### config.mk
export PLATFORM = sky130hd
export DESIGN_NAME = rr_lock_arbiter
export DESIGN_NICKNAME = d
export VERILOG_FILES = /design/src/rtl/rr_lock_arbiter_pkg.sv /design/src/rtl/rr_lock_arbiter_pick.sv /design/src/rtl/rr_lock_arbiter.sv
export SDC_FILE = /design/constraint.sdc
export NUM_CORES = 1
export LEC_CHECK = 0
export CAP_MARGIN = 20
export CELL_PAD_IN_SITES_DETAIL_PLACEMENT = 1
export CELL_PAD_IN_SITES_GLOBAL_PLACEMENT = 1
export CORE_MARGIN = 3
export CORE_UTILIZATION = 35
export CTS_CLUSTER_DIAMETER = 50
export CTS_CLUSTER_SIZE = 30
export DETAILED_ROUTE_END_ITERATION = 10
export GPL_TIMING_DRIVEN = 0
export PLACE_DENSITY_LB_ADDON = 0.1
export SYNTH_ARGS = -nofsm -noshare
export SYNTH_HDL_FRONTEND = slang
export SYNTH_SLANG_ARGS = --single-unit
### constraint.sdc
create_clock -name clk -period 1.85 [get_ports clk]
set_input_delay 0.185 -clock clk [delete_from_list [all_inputs] [get_ports clk]]
set_output_delay 0.185 -clock clk [all_outputs]
set_load 0.1 [all_outputs]
### src/rtl/rr_lock_arbiter_pkg.sv
// rtl/rr_lock_arbiter_pkg.sv - shared arbiter state encodings and width helper
package rr_lock_arbiter_pkg;

    typedef enum logic [1:0] {
        ARB_IDLE = 2'd0,
        ARB_REQ  = 2'd1,
        ARB_ACK  = 2'd2,
        ARB_HOLD = 2'd3
    } arb_state_t;

    function automatic int arb_clog2(input int value);
        int bits;
        bits = 0;
        for (int v = value - 1; v > 0; v = v >> 1) begin
            bits++;
        end
        return bits;
    endfunction

endpackage

### src/rtl/rr_lock_arbiter_pick.sv
// rtl/rr_lock_arbiter_pick.sv - round-robin pick: first eligible port after last winner, with wrap
module rr_lock_arbiter_pick
    import rr_lock_arbiter_pkg::*;
#(
    parameter int PORTS     = 5,
    parameter int PORT_BITS = 3
) (
    input  logic [PORTS-1:0]     eligible,
    input  logic [PORT_BITS-1:0] last,
    output logic                 found,
    output logic [PORT_BITS-1:0] index
);

    logic                 hi_found;
    logic                 lo_found;
    logic [PORT_BITS-1:0] hi_index;
    logic [PORT_BITS-1:0] lo_index;

    // Descending scan: the lowest eligible port above last wins, else the lowest overall (wrap).
    always_comb begin
        hi_found = 1'b0;
        lo_found = 1'b0;
        hi_index = '0;
        lo_index = '0;
        for (int k = PORTS - 1; k >= 0; k--) begin
            if (eligible[k]) begin
                if (k > int'(last)) begin
                    hi_found = 1'b1;
                    hi_index = PORT_BITS'(k);
                end
                lo_found = 1'b1;
                lo_index = PORT_BITS'(k);
            end
        end
    end

    assign found = lo_found;
    assign index = hi_found ? hi_index : lo_index;

endmodule

### src/rtl/rr_lock_arbiter.sv
// rtl/rr_lock_arbiter.sv - round-robin 4-phase req/ack arbiter with port mask and packet lock
module rr_lock_arbiter
    import rr_lock_arbiter_pkg::*;
#(
    parameter int PORTS     = 5,
    parameter int PORT_BITS = 3,
    parameter int LOCK_EN   = 1,
    parameter int MAX_BURST = 8
) (
    input  logic                 clk,
    input  logic                 reset,
    input  logic [PORTS-1:0]     reqs_in,
    input  logic [PORTS-1:0]     tails_in,
    input  logic [PORTS-1:0]     mask_in,
    output logic [PORTS-1:0]     acks_in,
    output logic                 req_out,
    input  logic                 ack_out,
    output logic [PORT_BITS-1:0] selected,
    output logic                 active,
    output logic                 tail_out
);

    localparam int                CNT_W       = arb_clog2(MAX_BURST + 1);
    localparam logic [CNT_W-1:0]  BURST_LIMIT = CNT_W'(MAX_BURST);

    arb_state_t           state, state_nxt;
    logic [PORT_BITS-1:0] last, last_nxt, sel_nxt, pick_index;
    logic [CNT_W-1:0]     cnt, cnt_nxt, cnt_inc;
    logic [PORTS-1:0]     acks_nxt, sel_onehot;
    logic                 req_nxt, active_nxt, tail_nxt;
    logic                 pick_found, req_sel, mask_sel, release_done;

    rr_lock_arbiter_pick #(
        .PORTS     (PORTS),
        .PORT_BITS (PORT_BITS)
    ) u_pick (
        .eligible (reqs_in & mask_in),
        .last     (last),
        .found    (pick_found),
        .index    (pick_index)
    );

    assign req_sel    = reqs_in[selected];
    assign mask_sel   = mask_in[selected];
    assign sel_onehot = PORTS'(1) << selected;
    assign cnt_inc    = cnt + CNT_W'(1);
    // The mask is only honoured at handshake boundaries, never mid-handshake.
    assign release_done = (LOCK_EN == 0) || tail_out || (cnt_inc == BURST_LIMIT) || !mask_sel;

    always_comb begin
        state_nxt  = state;
        sel_nxt    = selected;
        last_nxt   = last;
        cnt_nxt    = cnt;
        req_nxt    = req_out;
        acks_nxt   = acks_in;
        active_nxt = active;
        tail_nxt   = tail_out;
        case (state)
            ARB_IDLE: begin
                if (pick_found) begin
                    sel_nxt    = pick_index;
                    req_nxt    = 1'b1;
                    active_nxt = 1'b1;
                    tail_nxt   = tails_in[pick_index];
                    cnt_nxt    = '0;
                    state_nxt  = ARB_REQ;
                end
            end
            ARB_REQ: begin
                req_nxt  = req_sel;
                acks_nxt = ack_out ? sel_onehot : '0;
                if (ack_out) begin
                    state_nxt = ARB_ACK;
                end else if (!req_sel) begin
                    active_nxt = 1'b0;
                    state_nxt  = ARB_IDLE;
                end
            end
            ARB_ACK: begin
                req_nxt  = req_sel;
                acks_nxt = ack_out ? sel_onehot : '0;
                if (!req_sel && !ack_out) begin
                    cnt_nxt = cnt_inc;
                    if (release_done) begin
                        active_nxt = 1'b0;
                        last_nxt   = selected;
                        state_nxt  = ARB_IDLE;
                    end else begin
                        state_nxt = ARB_HOLD;
                    end
                end
            end
            ARB_HOLD: begin
                if (!mask_sel) begin
                    active_nxt = 1'b0;
                    last_nxt   = selected;
                    state_nxt  = ARB_IDLE;
                end else if (req_sel) begin
                    req_nxt   = 1'b1;
                    tail_nxt  = tails_in[selected];
                    state_nxt = ARB_REQ;
                end
            end
            default: state_nxt = ARB_IDLE;
        endcase
    end

    always_ff @(posedge clk or posedge reset) begin
        if (reset) begin
            state    <= ARB_IDLE;
            selected <= '0;
            last     <= PORT_BITS'(PORTS - 1);
            cnt      <= '0;
            req_out  <= 1'b0;
            acks_in  <= '0;
            active   <= 1'b0;
            tail_out <= 1'b0;
        end else begin
            state    <= state_nxt;
            selected <= sel_nxt;
            last     <= last_nxt;
            cnt      <= cnt_nxt;
            req_out  <= req_nxt;
            acks_in  <= acks_nxt;
            active   <= active_nxt;
            tail_out <= tail_nxt;
        end
    end

endmodule

# Yosys cells after proc, flatten, opt, wreduce, memory -nomap -nowiden
# Cells that the tools add are included.
# totals
register_bits	20
elab_cells	114
input_bits	18
out_inout_bits	11
# classes
n_lt_le_gt_ge	6
shifts	1
n_eq_ne	14
bitwise	1
mux	65
add_sub_neg	1
reduce_logical	18
# ops
op	count
3-bit 2-to-1 mux	17
1-bit 2-to-1 mux	28
2-bit != test (second input constant)	8
2-bit 2-to-1 mux	7
1-bit binary-select mux with 3-bit select	4
4-bit AND reduction	3
3-bit by 4-bit < comparator with 1-bit output (second input constant)	2
4-bit 2-to-1 mux	2
2-bit one-hot mux with 4 select lines	1
4-bit one-hot mux with 2 select lines	1
2-bit by 3-bit greater-than comparator with 1-bit output (first input constant)	2
3-bit != test (second input constant)	2
3-bit one-hot mux with 2 select lines	1
3-bit AND reduction	2
6-bit AND reduction	1
2-bit nonzero test	3
5-bit bitwise AND	1
5-bit 2-to-1 mux	1
1-bit by 3-bit << shifter with 5-bit output (first input constant)	1
4-bit by 1-bit adder with 4-bit output (second input constant)	1
2-bit equality test (second input constant)	2
4-bit equality test (second input constant)	1
1-bit one-hot mux with 4 select lines	1
1-bit by 3-bit greater-than comparator with 1-bit output (first input constant)	1
10 further kinds	13

# Depth between registers and ports, before layout
# Gate-level depths: netlist of the first run.
# depth
word_depth	14
depth_mapped	8
mapped_depth_nobuf	7

# By module
# From an unflattened synthesis of the first run, not the netlist that was laid out.
# unflattened
cells_unflattened	174
area_unflattened_um2	1575.3
# by_module_without_submodules
mod	area_each_um2	seq_area_each_um2	cells_each	n_inst
rr_lock_arbiter	1431.4	501.7	154	1
rr_lock_arbiter_pick	143.9	0.0	20	1

# Least setup slack after synthesis of the first run
# No wires, ideal clock.
# synth_timing
kind	register -> register
startpoint	reg selected[2]
endpoint	reg last[0]
setup_slack_ns	-0.641
path_stages_with_launch	9
setup_time_ns	0.125
t_arrival_ns	2.366
required_ns	1.725
synth_period_minus_slack_ns	2.491
n_path_buf	2
path_cell_list	dfrtp_1 > buf_6 > mux2i_2 > o221ai_2 > or2_1 > buf_6 > mux2i_4 > nand2_2 > mux2_4
# synth_between
elab_chain_cells	6
word_cells_on_any_way	12
cone_classes	3 x eq/ne; 4 x mux; 5 x reduce/logical
# synth_lines
element	line	text
start, declared	rr_lock_arbiter.sv:18	output logic [PORT_BITS-1:0] selected,
start signal, assigned	rr_lock_arbiter.sv:121	selected <= sel_nxt;
1-bit binary-select mux with 3-bit select, on equally long branches	rr_lock_arbiter.sv:44, rr_lock_arbiter.sv:43	
1-bit 2-to-1 mux, on equally long branches	rr_lock_arbiter.sv:44, rr_lock_arbiter.sv:43	
1-bit logical NOT, on equally long branches	n/a	
1-bit logical OR / 1-bit logical AND (equally long branches)	rr_lock_arbiter.sv:48, rr_lock_arbiter.sv:83	
2-bit != test (no line)	n/a	
4-bit AND reduction (no line) *	n/a	
end signal, assigned	rr_lock_arbiter.sv:113	last <= PORT_BITS'(PORTS - 1);
end signal, assigned	rr_lock_arbiter.sv:122	last <= last_nxt;
end, declared	rr_lock_arbiter.sv:27	logic [PORT_BITS-1:0] last, last_nxt, sel_nxt, pick_index;
# Every way passes the cells marked *; elsewhere a longest branch is shown, timed or not. The select of a mux whose other input is x is not followed.
# A chain may end at the register's enable or synchronous reset.

# Worst setup path after layout of the first run
# layout_timing
startpoint	reg selected[0]
endpoint	reg tail_out
# layout_between
elab_chain_cells	5
word_cells_on_any_way	12
cone_classes	2 x eq/ne; 9 x mux; 1 x reduce/logical
# layout_lines
element	line	text
1-bit binary-select mux with 3-bit select	rr_lock_arbiter.sv:101	tail_nxt = tails_in[selected];
1-bit 2-to-1 mux (not written as such)	rr_lock_arbiter.sv:101	
1-bit 2-to-1 mux	rr_lock_arbiter.sv:99	end else if (req_sel) begin
1-bit 2-to-1 mux	rr_lock_arbiter.sv:95	if (!mask_sel) begin
1-bit one-hot mux with 2 select lines	rr_lock_arbiter.sv:59	case (state)
end signal, assigned	rr_lock_arbiter.sv:127	tail_out <= tail_nxt;
end, declared	rr_lock_arbiter.sv:20	output logic tail_out
# Parallel ways exist; a longest one is shown, timed or not. The select of a mux whose other input is x is not followed.

==> results.cfg, run 1 <==
[global_route]
grt_pass1_wl_um = 8045
grt_pass1_vias = 1623
antenna_found_initial = 0
grt_usage = 0.2011
grt_overflow = 0
grt_max_degree = 21

[clock_tree]
insertion_delay_ps = 260
ctsHtreeMaxLevel = 1
numCtsBuffers = 3
cts_root_buf = clkbuf_8
path_clk_slew_ps = 80
postCtsHoldBufs = 0
cts_sinks = 20
cts_tree = built
clock_path_buffers = 2

[run]
cap_violations = 0

[cells_and_area]
utilization = 0.5406
n_fill_cell = 459
antenna_cells = 0
area_growth_pct = 40.98
finalNonFillerCells = 259
final_layout_size_suffix_gt1_frac = 0.2607
nets = 235

[yosys]
async_flop_share = 1.000
synth-seq-cells = 20
synth_edf_count = 0
synth-main-ff-cell = dfrtp_1
synth_top_area_frac = 0.3218
ys_seq_area_frac = 0.3395
syn_inst = 167
post-synth-top-area-cell = dfrtp_1
syn_avg_cell_area_um2 = 8.848
synth.distinct_cells = 48
yosysWarnings = 0
syn_area_um2 = 1478
synth.top_cells.by_area = dfrtp_1, mux2i_1, nand2_1, ha_1, inv_1
synth_fp_nets = 190

[sta]
setup_ws_ps = -65.12
fmax_mhz = 522.2
grt_setup_unrepaired = true
relSlewSlack = 0.3646
setup_viol = 6
hold_violations = 0
min_period_ps = 1915
tightest_slew_ps = 956.8
finClkSkew_ps = 5.136
report.final.slew_viol_count = 0
min_period_over_period = 1.035

[critical_path]
crit_arrival_ps = 2100
end_kind = register
r2r-end = tail_out$_DFFE_PP0P_
r2r_start = selected[0]$_DFFE_PP0P_
path_common_cell = o21ai_1
cp.buffers_inverters = 1
critPathSlowestCell = dfrtp_4
critPathRequiredTime_ps = 2040
reg2reg_slack_ps = -70
path_cells = buf_8, or2_4, o21ai_1, a32oi_2, o31a_1, o32a_1, o21ai_1
crit_fanout = 3
cp_top_family = compound AO/OA/AOI/OAI gates
ff2ff_path_depth = 7
critPathKind = register to register
critPathLaunchType = register
slowest_delay_ps = 490

[drt]
via_count = 1455
top_layer = met4
via_per_inst = 5.618
wl_um = 4705
dr_wl_met3_um = 209
drc = 0
dr.pass1.iters = 5
wl_met2_um = 2279
wl_met1_um = 2113
postRouteAntennaNets = 0
drt_iter0_drc = 59
wl_per_cell_um = 18.17

[die]
die_area_um2 = 5037
start_util = 0.3834
core.rowCount = 22
io_pins = 29
fp.dieH_um = 70.98
die_x_um = 70.98
coreArea_um2 = 3854

[place]
port_buffers = 28
place_inst = 243
routabilityCongestion = 0.8296
dpl.hpwl_um = 3246

[pwr]
power_density_nw_per_um2 = 1859
leakage_nw = 0.8798
irDropWorstVdd_mv = 0.8175

[status]
violations = negative setup slack
status = finished with violations

[worst_hold_path]
hold_path_class = input pin to asynchronous set/reset pin
area by class of cell:
| type | count | area [um^2] | area share |
|---|---|---|---|
| Multi-Input combinational cell | 125 | 980.9 | 0.4709 |
| Sequential cell | 20 | 513.0 | 0.2462 |
| Timing Repair Buffer | 43 | 380.4 | 0.1826 |
| Tap cell | 48 | 60.06 | 0.02883 |
| Inverter | 15 | 56.30 | 0.02703 |
| Clock buffer | 4 | 55.05 | 0.02643 |
| Buffer | 4 | 37.54 | 0.01802 |
cell families (layout without fill, tap and decap cells):
logic type / after synthesis / in the layout / share of synthesized area
AOI/OAI and AO/OA: 45 / 45 / 0.2007
xor gates and xnor gates: 1 / 1 / 0.005928
adders and majority gates: 5 / 5 / 0.04234
buffers and inverters: 22 / 66 / 0.07196
DFF: 20 / 20 / 0.3395
muxes: 16 / 16 / 0.1406
and+or+nand+nor: 58 / 58 / 0.1990
worst register-to-register path, delay by kind of cell (launching register included):
kind / cells / cell delay [ps]
compound gates: 5 / 970
flops: 1 / 490
simple gates: 1 / 250
buf+inv: 1 / 130
state kept, by name, summed over array words and instances, names as in the netlist:
register,flops
tail_out,1
selected,3
req_out,1
active,1
acks_in,5
state,2
last,3
cnt,4
cell usage in the layout, fill, tap and decap left out, drive strengths merged, types with 4 or more instances in the layout:
cell type      count
inv               15
nor2              10
dfrtp             19
o21ai             21
nand3              9
mux2i              9
clkbuf             6
ha                 5
nand2             19
clkdlybuf4s50     17
buf               17
dlygate4sd2       11
mux2               6
a21oi              5
a22oi              4
nor3               4
worst max-delay path by stage:
stage | to | slack (ps) | start | cells after the start
finish | tail_out$_DFFE_PP0P_ | -70 | selected[0]$_DFFE_PP0P_ | 7
detailed placement | active$_DFFE_PP0P_ | -260 | state[0]$_DFFE_PP0P_ | 7
floorplan | last[0]$_DFFE_PP0P_ | -260 | selected[2]$_DFFE_PP0P_ | 8
global placement | tail_out$_DFFE_PP0P_ | -290 | reqs_in[2] | 7
CTS | last[1]$_DFFE_PP0P_ | -100 | selected[2]$_DFFE_PP0P_ | 8
global route | state[1]$_DFFE_PP0P_ | -140 | selected[0]$_DFFE_PP0P_ | 8
layer usage:
layer / global-route usage / up-vias
met2: 0.3357 / 41
met1: 0.2628 / 700
met4: 0.07307 / 0
met3: 0.02983 / 10
met5: 0 / -
li1: - / 704
power breakdown:
group	leakage (nW)	switching (mW)	internal, mW
Sequential	0.252	0.175	0.629
Combinational	0.599	1.73	0.993
Clock	0.0288	0.159	0.190
Total	0.880	2.06	1.81
timing repair:
item | 4_1_cts | 5_1_grt
resized for setup | 30 | 8
pin swaps | 5 | 6
endpoints found under the setup margin | 22 | 12
gates cloned | 0 | 0
buffers inserted | 11 | 4
through the flow:
step,cell area (um^2),TNS [ps],power (mW),hold WS [ps],worst slack [ps]
2_1_floorplan,1496,-1469,2.597,148.2,-260.0
4_1_cts,2041,-498.4,3.785,427.8,-98.67
3_3_place_gp,1837,-1409,3.092,480.6,-288.2
5_1_grt,2083,-1174,4.150,465.8,-139.8
6_report,2083,-230.3,3.874,363.2,-65.12
3_5_place_dp,1837,-1763,3.159,494.1,-260.7
cells in the mapped netlist, types with 2 or more instances:
| cell type | n |
|---|---|
| mux2i_1 | 7 |
| nor3_1 | 4 |
| clkbuf_1 | 3 |
| nor2_1 | 10 |
| mux2_4 | 3 |
| o21ai_0 | 9 |
| o21ai_1 | 11 |
| a22oi_1 | 4 |
| a311oi_1 | 2 |
| nand4_1 | 2 |
| nand3b_1 | 2 |
| dfrtp_1 | 19 |
| nand4bb_1 | 2 |
| ha_1 | 5 |
| or2_1 | 2 |
| nor2b_1 | 3 |
| nand3_1 | 9 |
| buf_6 | 3 |
| nand2_1 | 18 |
| o22ai_1 | 2 |
| inv_1 | 15 |
| mux2_1 | 2 |
| a21oi_1 | 5 |
(Power assumes the default switching activity.)
==> inputs of run 2 (changes only) <==
CAP_MARGIN = 25   (was 20)
==> results of run 2 <==
No change in the layout: final DEF, timing and power equal those of run 1.
